**src/rtl/parity_tx_pkg.sv**
```systemverilog
// Shared types and helpers for the parity frame transmitter.
// Frame: start, 8 data bits LSB first, parity, stop.
package parity_tx_pkg;

   typedef enum logic [2:0] {
      IDLE,
      START,
      DATA,
      PARITY,
      STOP
   } tx_state_e;

   localparam int FRAME_BITS = 11;

   function automatic logic calc_parity(
      input logic [7:0] data,
      input logic       odd,
      input logic       inj
   );
      return (^data) ^ odd ^ inj;
   endfunction

endpackage

```
**src/rtl/baud_tick_gen.sv**
```systemverilog
// Baud divider: one-cycle tick every CLKS_PER_BIT cycles.
// i_clr holds the count at zero so the next bit starts aligned.
module baud_tick_gen #(
   parameter int CLKS_PER_BIT = 16
) (
   input  logic i_clk,
   input  logic i_rst_n,
   input  logic i_clr,
   output logic o_tick
);

   localparam int CW = (CLKS_PER_BIT > 1) ? $clog2(CLKS_PER_BIT) : 1;
   localparam logic [CW-1:0] LAST = CW'(CLKS_PER_BIT - 1);

   logic [CW-1:0] r_cnt;
   logic          w_wrap;

   assign w_wrap = (r_cnt == LAST);
   assign o_tick = w_wrap & ~i_clr;

   always_ff @(posedge i_clk) begin
      if (!i_rst_n || i_clr || w_wrap) begin
         r_cnt <= '0;
      end else begin
         r_cnt <= r_cnt + 1'b1;
      end
   end

endmodule

```
**src/rtl/parity_frame_tx.sv**
```systemverilog
// Parity word generator and serial frame transmitter.
// Outputs loop back to the parity checker for self-test.
module parity_frame_tx
   import parity_tx_pkg::*;
#(
   parameter int CLKS_PER_BIT = 16,
   parameter int CNT_W        = 16
) (
   input  logic             wb_clk_i,
   input  logic             wb_rst_ni,
   input  logic [7:0]       tx_data_i,
   input  logic             tx_valid_i,
   output logic             tx_ready_o,
   input  logic             par_odd_i,
   input  logic             inject_err_i,
   output logic [8:0]       par_word_o,
   output logic             par_word_vld_o,
   output logic             ser_o,
   output logic             busy_o,
   output logic [CNT_W-1:0] frames_sent_o
);

   localparam int DATA_BITS = FRAME_BITS - 3;

   tx_state_e        r_state;
   tx_state_e        w_state_nxt;
   logic [7:0]       r_shift;
   logic [2:0]       r_bit_cnt;
   logic             r_par;
   logic [8:0]       r_word;
   logic             r_vld;
   logic [CNT_W-1:0] r_frames;

   logic w_tick;
   logic w_accept;
   logic w_par;
   logic w_baud_clr;
   logic w_last_bit;
   logic w_shift;
   logic w_frame_done;
   logic w_ser;

   assign w_accept     = tx_valid_i & (r_state == IDLE);
   assign w_par        = calc_parity(tx_data_i, par_odd_i, inject_err_i);
   assign w_baud_clr   = (r_state == IDLE);
   assign w_last_bit   = (r_bit_cnt == 3'(DATA_BITS - 1));
   assign w_shift      = (r_state == DATA) & w_tick;
   assign w_frame_done = (r_state == STOP) & w_tick;

   baud_tick_gen #(
      .CLKS_PER_BIT(CLKS_PER_BIT)
   ) u_baud (
      .i_clk  (wb_clk_i),
      .i_rst_n(wb_rst_ni),
      .i_clr  (w_baud_clr),
      .o_tick (w_tick)
   );

   always_ff @(posedge wb_clk_i) begin
      if (!wb_rst_ni) begin
         r_state <= IDLE;
      end else begin
         r_state <= w_state_nxt;
      end
   end

   always_comb begin
      w_state_nxt = r_state;
      w_ser       = 1'b1;
      unique case (r_state)
         IDLE: begin
            if (w_accept) w_state_nxt = START;
         end
         START: begin
            w_ser = 1'b0;
            if (w_tick) w_state_nxt = DATA;
         end
         DATA: begin
            w_ser = r_shift[0];
            if (w_tick && w_last_bit) w_state_nxt = PARITY;
         end
         PARITY: begin
            w_ser = r_par;
            if (w_tick) w_state_nxt = STOP;
         end
         STOP: begin
            if (w_tick) w_state_nxt = IDLE;
         end
         default: w_state_nxt = IDLE;
      endcase
   end

   // Bit counter wraps 7 -> 0 naturally on the last DATA shift
   always_ff @(posedge wb_clk_i) begin
      if (!wb_rst_ni) begin
         r_shift   <= '0;
         r_bit_cnt <= '0;
         r_par     <= 1'b0;
         r_word    <= '0;
         r_vld     <= 1'b0;
         r_frames  <= '0;
      end else begin
         r_vld <= w_accept;
         if (w_accept) begin
            r_shift   <= tx_data_i;
            r_par     <= w_par;
            r_word    <= {w_par, tx_data_i};
            r_bit_cnt <= '0;
         end else if (w_shift) begin
            r_shift   <= {1'b0, r_shift[7:1]};
            r_bit_cnt <= r_bit_cnt + 3'd1;
         end
         if (w_frame_done) r_frames <= r_frames + CNT_W'(1);
      end
   end

   assign tx_ready_o     = (r_state == IDLE);
   assign busy_o         = (r_state != IDLE);
   assign ser_o          = w_ser;
   assign par_word_o     = r_word;
   assign par_word_vld_o = r_vld;
   assign frames_sent_o  = r_frames;

endmodule

```
**config.mk**
```make
export PLATFORM = sky130hd
export DESIGN_NAME = parity_frame_tx
export DESIGN_NICKNAME = d
export VERILOG_FILES = /design/src/rtl/parity_tx_pkg.sv /design/src/rtl/baud_tick_gen.sv /design/src/rtl/parity_frame_tx.sv
export SDC_FILE = /design/constraint.sdc
export NUM_CORES = 1
export LEC_CHECK = 0
export ABC_AREA = 1
export CAP_MARGIN = 40
export CELL_PAD_IN_SITES_DETAIL_PLACEMENT = 1
export CELL_PAD_IN_SITES_GLOBAL_PLACEMENT = 2
export CORE_AREA = 2 2 98 100
export CTS_CLUSTER_DIAMETER = 120
export DETAILED_ROUTE_END_ITERATION = 10
export DIE_AREA = 0 0 100 102
export GPL_TIMING_DRIVEN = 0
export PLACE_DENSITY = 0.73
export REMOVE_ABC_BUFFERS = 1
export SLEW_MARGIN = 20
export SYNTH_ARGS = -nofsm -noshare
export SYNTH_HDL_FRONTEND = slang
export SYNTH_HIERARCHICAL = 1
export SYNTH_SLANG_ARGS = --single-unit
```
**constraint.sdc**
```tcl
create_clock -name wb_clk_i -period 3.5 [get_ports wb_clk_i]
set_input_delay 0.7 -clock wb_clk_i [delete_from_list [all_inputs] [get_ports wb_clk_i]]
set_output_delay 0.7 -clock wb_clk_i [all_outputs]
set_load 0.01 [all_outputs]
```
Word-level counts from Yosys, hierarchy flattened
Index checks and enable logic that the tools add are counted.

Bits in registers: 45. Bits of input ports: 13. Output and inout port bits: 29. Logic and storage cells: 49.

Add/subtract/negate cells: 3. Equal/unequal tests: 11. Mux-type cells: 9. Bitwise logic cells: 8. Reductions and logical operators: 10.

Operator list (number): $add A16 B1 Y16 const B (1); $mux W8 (2); $mux W3 (5); $pmux W3 S5 (1); $ne A2 B2 Y1 const B (4); $reduce_xor A8 Y1 (1); $eq A3 B2 Y1 const B (2); $eq A3 B3 Y1 const B (2); $reduce_and A5 Y1 (1); $add A4 B1 Y4 const B (1); $and A1 B1 Y1 (4); $eq A4 B4 Y1 const B (1); $add A3 B1 Y3 const B (1); $eq A3 B1 Y1 const B (1); $logic_not A3 Y1 (1); $pmux W1 S3 (1); $reduce_bool A3 Y1 (1); $logic_or A1 B1 Y1 (2); $ne A2 B1 Y1 const B (1); $not A1 Y1 (2); $reduce_bool A2 Y1 (1); $reduce_or A2 Y1 (1); $xor A1 B1 Y1 (2); $logic_and A1 B1 Y1 (1); $logic_not A1 Y1 (1).

Longest topological paths before layout
Gate-level depths: netlist (run 1).

Word-level depth: 6. Mapped depth: 12. Mapped depth without buffers: 12.

Cells and area by module
The synthesis (run 1) kept the hierarchy.

By module, submodules not included: parity_frame_tx (instances 1, cells each 315, area each 2047.0 µm², sequential area each 800.8 µm²); baud_tick_gen (instances 1, cells each 20, area each 170.2 µm², sequential area each 80.1 µm²).

Worst setup path before layout (run 1)
No wires, ideal clock.

Kind: register to register. Start point: register r_state[2]. End point: register r_frames[13] (netlist: frames_sent_o[13]). Library setup time: 0.112 ns. Data arrival time: 1.490 ns. Data required time: 3.388 ns. Slack: 1.899 ns. Cell stages (with the launch flop): 12. Path buffers: 0. Clock period less this slack: 1.601 ns. Path through: dfxtp_1 inv_1 nand2_2 inv_2 nor2_1 nand2_1 nor2_2 nand2_2 nor3_2 nand3_1 nand2_1 nor2_1.

Word-level cells in the longest chain between the ends: 4. Elaborated cells between the ends (all ways): 5. Those cells by class: 1 x eq/ne; 3 x bitwise; 1 x reduce/logical.

Ends and longest elaborated chain: start, declared (RTL line parity_frame_tx.sv:25) `tx_state_e r_state;`; start signal, assigned (RTL line parity_frame_tx.sv:63) `r_state <= w_state_nxt;`; $logic_not A3 Y1; net tx_ready_o (RTL line parity_frame_tx.sv:13) `output logic tx_ready_o,`; $not A1 Y1 (RTL line baud_tick_gen.sv:19) `assign o_tick = w_wrap & ~i_clr;`; $and A1 B1 Y1 (RTL line baud_tick_gen.sv:19); net w_tick (RTL line parity_frame_tx.sv:34) `logic w_tick;`; $and A1 B1 Y1 (RTL line parity_frame_tx.sv:48) `assign w_frame_done = (r_state == STOP) & w_tick;`; end signal, assigned (RTL line parity_frame_tx.sv:113) `if (w_frame_done) r_frames <= r_frames + CNT_W'(1);`; end, declared (RTL line parity_frame_tx.sv:32) `logic [CNT_W-1:0] r_frames;`.

The timed path passes the listed nets, and every way through them passes these cells. A chain may end at the register's enable or synchronous reset.

Worst setup path in the final report (run 1)
Start point: register r_state[1]. End point: output ser_o.

Word-level cells in the longest chain between the ends: 2. Elaborated cells between the ends (all ways): 4. Those cells by class: 3 x eq/ne; 1 x mux.

Ends and longest elaborated chain: $eq A3 B2 Y1 / $eq A3 B1 Y1 (equally long branches) (RTL line parity_frame_tx.sv:70) `unique case (r_state)`; $pmux W1 S3 (*) (RTL line parity_frame_tx.sv:70); end, declared (RTL line parity_frame_tx.sv:18) `output logic ser_o,`.

Every way passes the cells marked *; elsewhere a longest branch is shown, timed or not.

==> results_dict.tcl, run 1 <==
set metrics [dict create \
    wl_per_cell_um 11.9 \
    area_growth_pct 28.6 \
    pwr-share-clk 0.290 \
    nNetsFinal 394 \
    pwr-share-seq 0.412 \
    ctsHoldBuffers 0 \
    ctsRootBufferMaster "clkbuf_8" \
    routed_wirelength_um 5800 \
    final_max_slew_viol_count 0 \
    layout-drive-gt1-share 0.0847 \
    die_w_um 100 \
    first_global_vias 2143 \
    cts.htree.levels 2 \
    hold_path_class "reg2reg" \
    combPwrFrac 0.298 \
    diodes 0 \
    drv_cap 0 \
    path_max_fanout 4 \
    tightest_slew_ns 0.780 \
    rsz0062_at_grt "no" \
    netSwitchingFraction 0.330 \
    cts_tree "built" \
    grt_max_degree 24 \
    cts-resized-gates 0 \
    io-pin-count 42 \
    synth_area_leaders "dfxtp_1 (40%), nand2_1 (19%), inv_1 (6.1%)" \
    die_area_mm2 0.0102 \
    clock_path_buffers 2 \
    status "completed" \
    portBuffers 41 \
    cp.arrival_ns 1.81 \
    gp_congestion 0.776 \
    fin_skew_ns 0.00750 \
    synthArstFlopShare 0 \
    grt_first_pass_wirelength_um 9790 \
    drt_iter0_drc 48 \
    synth_top_area_frac 0.397 \
    ir_drop_uv 198 \
    placeableCoreArea_mm2 0.00911 \
    clock_sinks 44 \
    pre_cts_ws_ns 0.946 \
    startpoint_type "flip-flop" \
    fmax_mhz 398 \
    drc_errors 0 \
    power.static_leakage_nw 1.14 \
    vias 2189 \
    cp.required_ns 2.80 \
    cp-end-kind "primary output" \
    numCtsBuffers 5 \
    powerDensity_mw_per_mm2 509 \
    ys_warn_count 6 \
    syn_inst 335 \
    clk_pin_slew_ns 0.09 \
    synth_common_cells "nand2_1 (114), dfxtp_1 (44), inv_1 (36)" \
    finalWorstSetupSlack_ns 0.990 \
    overflow 0 \
    setup_violations 0 \
    yosysTopAreaCell "dfxtp_1" \
    rows 35 \
    synth_edf_count 0 \
    drtPass1Iterations 4 \
    fin_crit_ns 2.51 \
    syn_area_per_cell_um2 6.62 \
    dp_hpwl_um 4480 \
    yosysMostFrequentCell "nand2_1" \
    tns_ns 0 \
    synth.ff_latch_count 44 \
    synth.distinct_cells 30 \
    grtUsageTotal 0.119 \
    ant_nets 0 \
    p_int_uw 973 \
    ys_seq_area_frac 0.397 \
    finalHoldViolations 0 \
    synthFlopType "dfxtp_1" \
    viasPerCell 4.48 \
    stdcell_count 489 \
    crit_type "reg2out" \
    antenna_found_initial 0 \
    die_h_um 102 \
    placed_cells 481 \
    fin_crit_sh 0.717 \
    fillers 1180 \
    clk_latency_ns 0.30 \
    start_util 0.243 \
    post_cts_buffers 0 \
    synth_area_mm2 0.00222 \
    switchingPower_uw 478 \
    max_slew_margin 0.480 \
    final_util 0.313 \
]
## power by group through the flow
stage          registers [mW]  clock network (mW)  logic [mW]
4_1_cts                 0.598               0.441       0.444
3_3_place_gp            0.608                   0       0.439
6_report                0.598               0.421       0.433
2_1_floorplan           0.609                   0       0.261
3_5_place_dp            0.609                   0       0.442
5_1_grt                 0.606               0.455       0.496
## state kept, by name, summed over array words and instances, names as in the netlist
register,cells
par_word_o,8
r_par,1
par_word_vld_o,1
frames_sent_o,16
r_bit_cnt,3
r_shift,8
u_baud/r_cnt,4
r_state,3
## kinds of logic (layout without fill, tap and decap cells)
logic type                 after synthesis  after routing  synth area share
adders and majority gates                4              4            0.0226
xor gates and xnor gates                 2              2           0.00790
and+or+nand+nor                        191            191             0.377
buffers and inverters                   50             93            0.0925
DFF                                     44             44             0.397
AOI/OAI and AO/OA                       44             44             0.103
## metal layers
layer / routed length (µm) / GRT usage / vias to the layer above
met3: 197 / 0.0212 / 2
met5: 0 / 0 / -
met2: 2760 / 0.209 / 37
met4: 14 / 0.0379 / 0
met1: 2830 / 0.149 / 1018
li1: - / - / 1132
## cells in the final DEF (no fill, tap or decap), types with 2 or more instances in the layout
master	count
nand2_1	114
dfxtp_1	44
clkdlybuf4s50_1	41
inv_1	36
nor2_1	30
a21oi_1	23
nand3_1	18
o21ai_0	9
nor2_2	6
inv_2	6
a31oi_1	6
o21ai_1	6
nand4_1	6
clkbuf_8	6
nand2_2	5
ha_1	4
nor3_1	3
or2_2	2
## critical path: stages (launching register included)
cell             delay (ns)
dfxtp_1                0.43
inv_2                  0.07
nor3_1                 0.30
nand2_1                0.09
nand3_1                0.09
clkdlybuf4s50_1        0.53
## path summary, 6_finish.rpt
check,end,slack (ns),start,cells past startpoint
hold / removal,par_word_o[0],0.47,par_word_o[0],2
hold reg to reg,par_word_o[0],0.47,par_word_o[0],2
setup reg to reg,frames_sent_o[13],1.20,u_baud/r_cnt[0],10
setup / recovery,ser_o,0.99,r_state[1],5
## per-stage QoR
stage          power (mW)  cell area (µm²)  hold slack (ns)
5_1_grt              1.56             2850            0.497
2_1_floorplan       0.870             2180            0.430
4_1_cts              1.48             2850            0.473
6_report             1.45             2850            0.467
3_3_place_gp         1.05             2730            0.450
3_5_place_dp         1.05             2730            0.453
## layout make-up
cell class                      instances  area, µm²  area share
Sequential cell                        44        881       0.309
Multi-Input combinational cell        241       1130       0.397
Clock buffer                            6       82.6      0.0290
Timing Repair Buffer                   41        410       0.144
Inverter                               44        168      0.0588
Clock inverter                          2       38.8      0.0136
Tap cell                              111        139      0.0487
Power figures use the tool's default switching activity.
==> run 2, diff against run 1 <==
Settings changed: PLACE_DENSITY 0.73 to 0.75.
Clock period 3.5 ns to 2.18 ns, I/O delays scaled along.
==> run 2 against run 1 <==
Compared with the run above:
- worst setup slack lost 0.76 ns
- routed wire length grew 2.1%
- critical path type is now in2reg
- cell count grew 0.82%
- sequential cell count is the same
- die area is the same
- critical path depth shrank 2
- first-iteration DRC count grew 27%
- global-route usage grew 0.44 points
==> results_dict.tcl, run 2 (same netlist as run 1, synthesis figures left out) <==
set metrics [dict create \
    drt_iter0_drc 61 \
    max_slew_margin 0.497 \
    cts_tree "built" \
    cp-end-kind "flip-flop" \
    status "completed" \
    pre_cts_ws_ns -0.167 \
    fin_crit_ns 1.95 \
    tightest_slew_ns 0.754 \
    fillers 1150 \
    powerDensity_mw_per_mm2 794 \
    clk_pin_slew_ns 0.08 \
    routed_wirelength_um 5920 \
    first_global_vias 2234 \
    final_util 0.318 \
    rsz0062_at_grt "no" \
    cp.required_ns 2.39 \
    hold_path_class "reg2reg" \
    stdcell_count 493 \
    vias 2181 \
    ant_nets 0 \
    io-pin-count 42 \
    holdWs_ns 0.468 \
    grt_first_pass_wirelength_um 10200 \
    cts.htree.levels 2 \
    placeableCoreArea_mm2 0.00911 \
    final_common_cell "nand2_1" \
    die_h_um 102 \
    start_util 0.243 \
    finalWorstSetupSlack_ns 0.231 \
    tns_ns 0 \
    crit_type "in2reg" \
    portBuffers 41 \
    fin_crit_sh 0.894 \
    clk_latency_ns 0.29 \
    clock_sinks 44 \
    grt_max_degree 24 \
    overflow 0 \
    diodes 0 \
    numCtsBuffers 5 \
    ctsRootBufferMaster "clkbuf_8" \
    power.static_leakage_nw 1.18 \
    fin_skew_ns 0.00860 \
    layout-drive-gt1-share 0.102 \
    nNetsFinal 398 \
    cp.arrival_ns 2.15 \
    viasPerCell 4.42 \
    final_max_slew_viol_count 0 \
    rows 35 \
    drc_errors 0 \
    finalHoldViolations 0 \
    drv_cap 0 \
    area_growth_pct 30.6 \
    placed_cells 481 \
    path_max_fanout 23 \
    dp_hpwl_um 4560 \
    drtPass1Iterations 5 \
    fmax_mhz 513 \
    die_area_mm2 0.0102 \
    antenna_found_initial 0 \
    largest_reg_flops 16 \
    gp_congestion 0.810 \
    wl_per_cell_um 12.0 \
    grtUsageTotal 0.123 \
    setup_violations 0 \
    ir_drop_uv 240 \
    die_w_um 100 \
    startpoint_type "input port" \
    clock_path_buffers 2 \
    final_cell_mix "nand2_1 (114), dfxtp_1 (41), clkdlybuf4s50_1 (40), inv_1 (36), nor2_1 (30)" \
]
run 2: cell types whose count changed in the layout (fill, tap and decap cells not counted), sizes merged:
cell / delta
buf: +4
dlymetal6s2s: +1
clkdlybuf4s50: -1
run 2: where the power goes:
part | total (mW) | switching [mW] | internal [mW]
Combinational | 0.717 | 0.422 | 0.295
Clock | 0.620 | 0.279 | 0.340
Sequential | 0.963 | 0.0665 | 0.896
run 2: worst paths after layout:
kind                                      start                 to  slack (ns)  cells past startpoint
worst max register to register  u_baud/r_cnt[0]  frames_sent_o[13]        0.30                     10
worst max-delay path                  wb_rst_ni         r_shift[1]        0.23                      3
worst min register to register    par_word_o[1]      par_word_o[1]        0.47                      2
worst min-delay path              par_word_o[1]      par_word_o[1]        0.47                      2
run 2: per-stage QoR:
step	instance area, µm²	total power [mW]
6_report	2900	2.30
5_1_grt	2900	2.47
2_1_floorplan	2180	1.40
4_1_cts	2850	2.34
3_5_place_dp	2730	1.70
3_3_place_gp	2730	1.69
run 2: worst max-delay path, cell delays in order:
cell             delay [ns]
clkdlybuf4s50_1        0.88
inv_1                  0.54
a31oi_1                0.29
run 2: layer usage:
metal,vias to the layer above,track usage,part of all wire
met2,35,0.220,0.48
met3,4,0.0280,0.038
met5,-,0,0
met1,997,0.151,0.48
met4,0,0.0316,0.0061
li1,1145,-,-
run 2: repair_timing:
action / CTS / global route
hold buffers: 0 / 0
gates resized for setup: 3 / 5
setup buffers: 0 / 4
pin swaps: 0 / 1
endpoints found under the setup margin: 4 / 7
run 2: final cells by class:
class / instances / area, µm² / share of cell area
multi-input cells: 241 / 1150 / 0.398
clock buffers: 6 / 72.6 / 0.0251
well taps: 111 / 139 / 0.0480
flip-flops and latches: 44 / 885 / 0.306
repair buffers: 45 / 443 / 0.153
inverters: 44 / 168 / 0.0579
clock inverters: 2 / 35.0 / 0.0121
==> run 3, diff against run 2 <==
==> constraint.sdc (replaced) <==
create_clock -name wb_clk_i -period 2.18 [get_ports wb_clk_i]
set_input_delay 0.436 -clock wb_clk_i [delete_from_list [all_inputs] [get_ports wb_clk_i]]
set_output_delay 0.436 -clock wb_clk_i [all_outputs]
set_load 0.05 [all_outputs]
==> run 3 against run 2 <==
Compared with the run above:
- via count about the same
- first-iteration DRC count up 9.8%
- cell count unchanged
- count of clock-buffer cells in the layout unchanged
- routed wire length about the same
- sequential share of layout area about the same
- design area down 0.43%
- critical path type is now reg2out
- critical endpoint is now frames_sent_o[12]
- highest routed layer unchanged
==> results_dict.tcl, run 3 (same netlist as run 1, synthesis figures left out) <==
set metrics [dict create \
    status "completed" \
    final_util 0.316 \
    die_area_mm2 0.0102 \
    vias 2182 \
    placeableCoreArea_mm2 0.00911 \
    start_util 0.243 \
    path_depth 1 \
    cp_top_family "buffers and inverters" \
    overflow 0 \
    dp_hpwl_um 4560 \
    numCtsBuffers 5 \
    ctsHoldBuffers 0 \
    layout-drive-gt1-share 0.0995 \
    powerDensity_mw_per_mm2 865 \
    first_global_vias 2232 \
    rr_endpoint "frames_sent_o[13]" \
    ant_nets 0 \
    wl_per_cell_um 12.0 \
    p_int_mw 1.51 \
    die_h_um 102 \
    critical-path-slowest-cell "clkdlybuf4s50_1" \
    hold_path_class "reg2reg" \
    final_cell_mix "nand2_1 (114), dfxtp_1 (43), clkdlybuf4s50_1 (38), inv_1 (36), nor2_1 (30)" \
    clk_latency_ns 0.29 \
    grtUsageTotal 0.123 \
    tightest_slew_ns 0.754 \
    ir_drop_uv 343 \
    max_stage_delay_ns 0.86 \
    tns_ns 0 \
    startpoint_type "flip-flop" \
    antenna_found_initial 0 \
    fin_crit_ns 2.06 \
    rsz0062_at_grt "no" \
    final_common_cell "nand2_1" \
    max_slew_margin 0.497 \
    drv_cap 0 \
    cts.htree.levels 2 \
    clk_pin_slew_ns 0.08 \
    largest_reg_flops 16 \
    switchingPower_uw 987 \
    multi_input_area_mm2 0.00115 \
    crit_end "frames_sent_o[12]" \
    crit_type "reg2out" \
    fin_crit_sh 0.947 \
    placed_area_mm2 0.00273 \
    grt_first_pass_wirelength_um 10100 \
    fin_skew_ns 0.00859 \
    fillers 1150 \
    netSwitchingFraction 0.396 \
    r2r-start "u_baud/r_cnt[0]" \
    cp.arrival_ns 1.63 \
    viasPerCell 4.43 \
    crit_chain "clkdlybuf4s50_1" \
    clock_path_buffers 2 \
    cp.required_ns 1.74 \
    gp_congestion 0.810 \
    fmax_mhz 484 \
    drc_errors 0 \
    cp-end-kind "primary output" \
    diodes 0 \
    die_w_um 100 \
    io-pin-count 42 \
    crit_path_start "frames_sent_o[12]" \
    ctsRootBufferMaster "clkbuf_8" \
    area_growth_pct 30.0 \
    nNetsFinal 398 \
    final_area_mm2 0.00288 \
    routed_wirelength_um 5920 \
    finalHoldViolations 0 \
    power.static_leakage_nw 1.17 \
    r2r_slack_ns 0.30 \
    grt_max_degree 24 \
    crit_buf_inv 1 \
    path_max_fanout 7 \
    drtPass1Iterations 5 \
    reg2reg_depth 10 \
    pwr-share-seq 0.385 \
    pwr-share-clk 0.248 \
    clock_sinks 44 \
    final_max_slew_viol_count 0 \
    drt_iter0_drc 67 \
    portBuffers 41 \
    register_area_um2 882 \
    setup_violations 0 \
    rows 35 \
    cts_tree "built" \
    combPwrFrac 0.367 \
]
[run 3: changes by cell type in the layout (fill, tap and decap cells not counted), sizes merged]
| cell | change |
|---|---|
| dlymetal6s2s | -1 |
| clkdlybuf4s50 | -2 |
| clkdlybuf4s15 | +1 |
| dlygate4sd2 | +2 |
[run 3: per-layer routing]
metal,GRT usage,routed length [µm],up-vias
met4,0.0316,35,0
met1,0.151,2830,998
met2,0.219,2820,35
li1,-,-,1145
met3,0.0280,224,4
met5,0,0,-
[run 3: layout make-up]
| cell class | count | share of cell area |
|---|---|---|
| clock buffer | 6 | 0.0252 |
| clock inverter | 2 | 0.0122 |
| inverter | 44 | 0.0582 |
| multi-input combinational | 241 | 0.398 |
| sequential | 44 | 0.306 |
| tap | 111 | 0.0482 |
| timing repair buffer | 45 | 0.152 |
[run 3: timing repair]
item                       CTS  global route
resized for setup            6             3
pin swaps                    0             1
setup endpoints to repair    6             5
gates cloned                 0             0
buffers inserted             0             4
[run 3: stage by stage]
step	instances	setup WS, ns	total power [mW]	hold slack, ns
after floorplan	329	0.0529	1.62	0.430
after global placement	481	-0.122	1.91	0.450
after detailed placement	481	-0.167	1.92	0.459
after CTS	489	0.0376	2.54	0.472
after global routing	493	0.00797	2.66	0.494
final	493	0.116	2.49	0.468
[run 3: power groups by stage]
stage               combinational, mW  sequential (mW)  clock [mW]
global placement                0.936            0.975           0
detailed placement              0.946            0.977           0
global route                     1.00            0.971       0.683
floorplan                       0.545             1.08           0
CTS                             0.927            0.959       0.650
finish                          0.915            0.958       0.619
[run 3: how the worst min path moves through the flow]
stage               startpoint               to  slack (ns)  cells past startpoint
5_1_grt          par_word_o[1]    par_word_o[1]        0.49                      2
3_5_place_dp     par_word_o[5]    par_word_o[5]        0.46                      2
2_1_floorplan  u_baud/r_cnt[0]  u_baud/r_cnt[0]        0.43                      1
4_1_cts          par_word_o[1]    par_word_o[1]        0.47                      2
3_3_place_gp   u_baud/r_cnt[0]  u_baud/r_cnt[0]        0.45                      1
6_report         par_word_o[1]    par_word_o[1]        0.47                      2
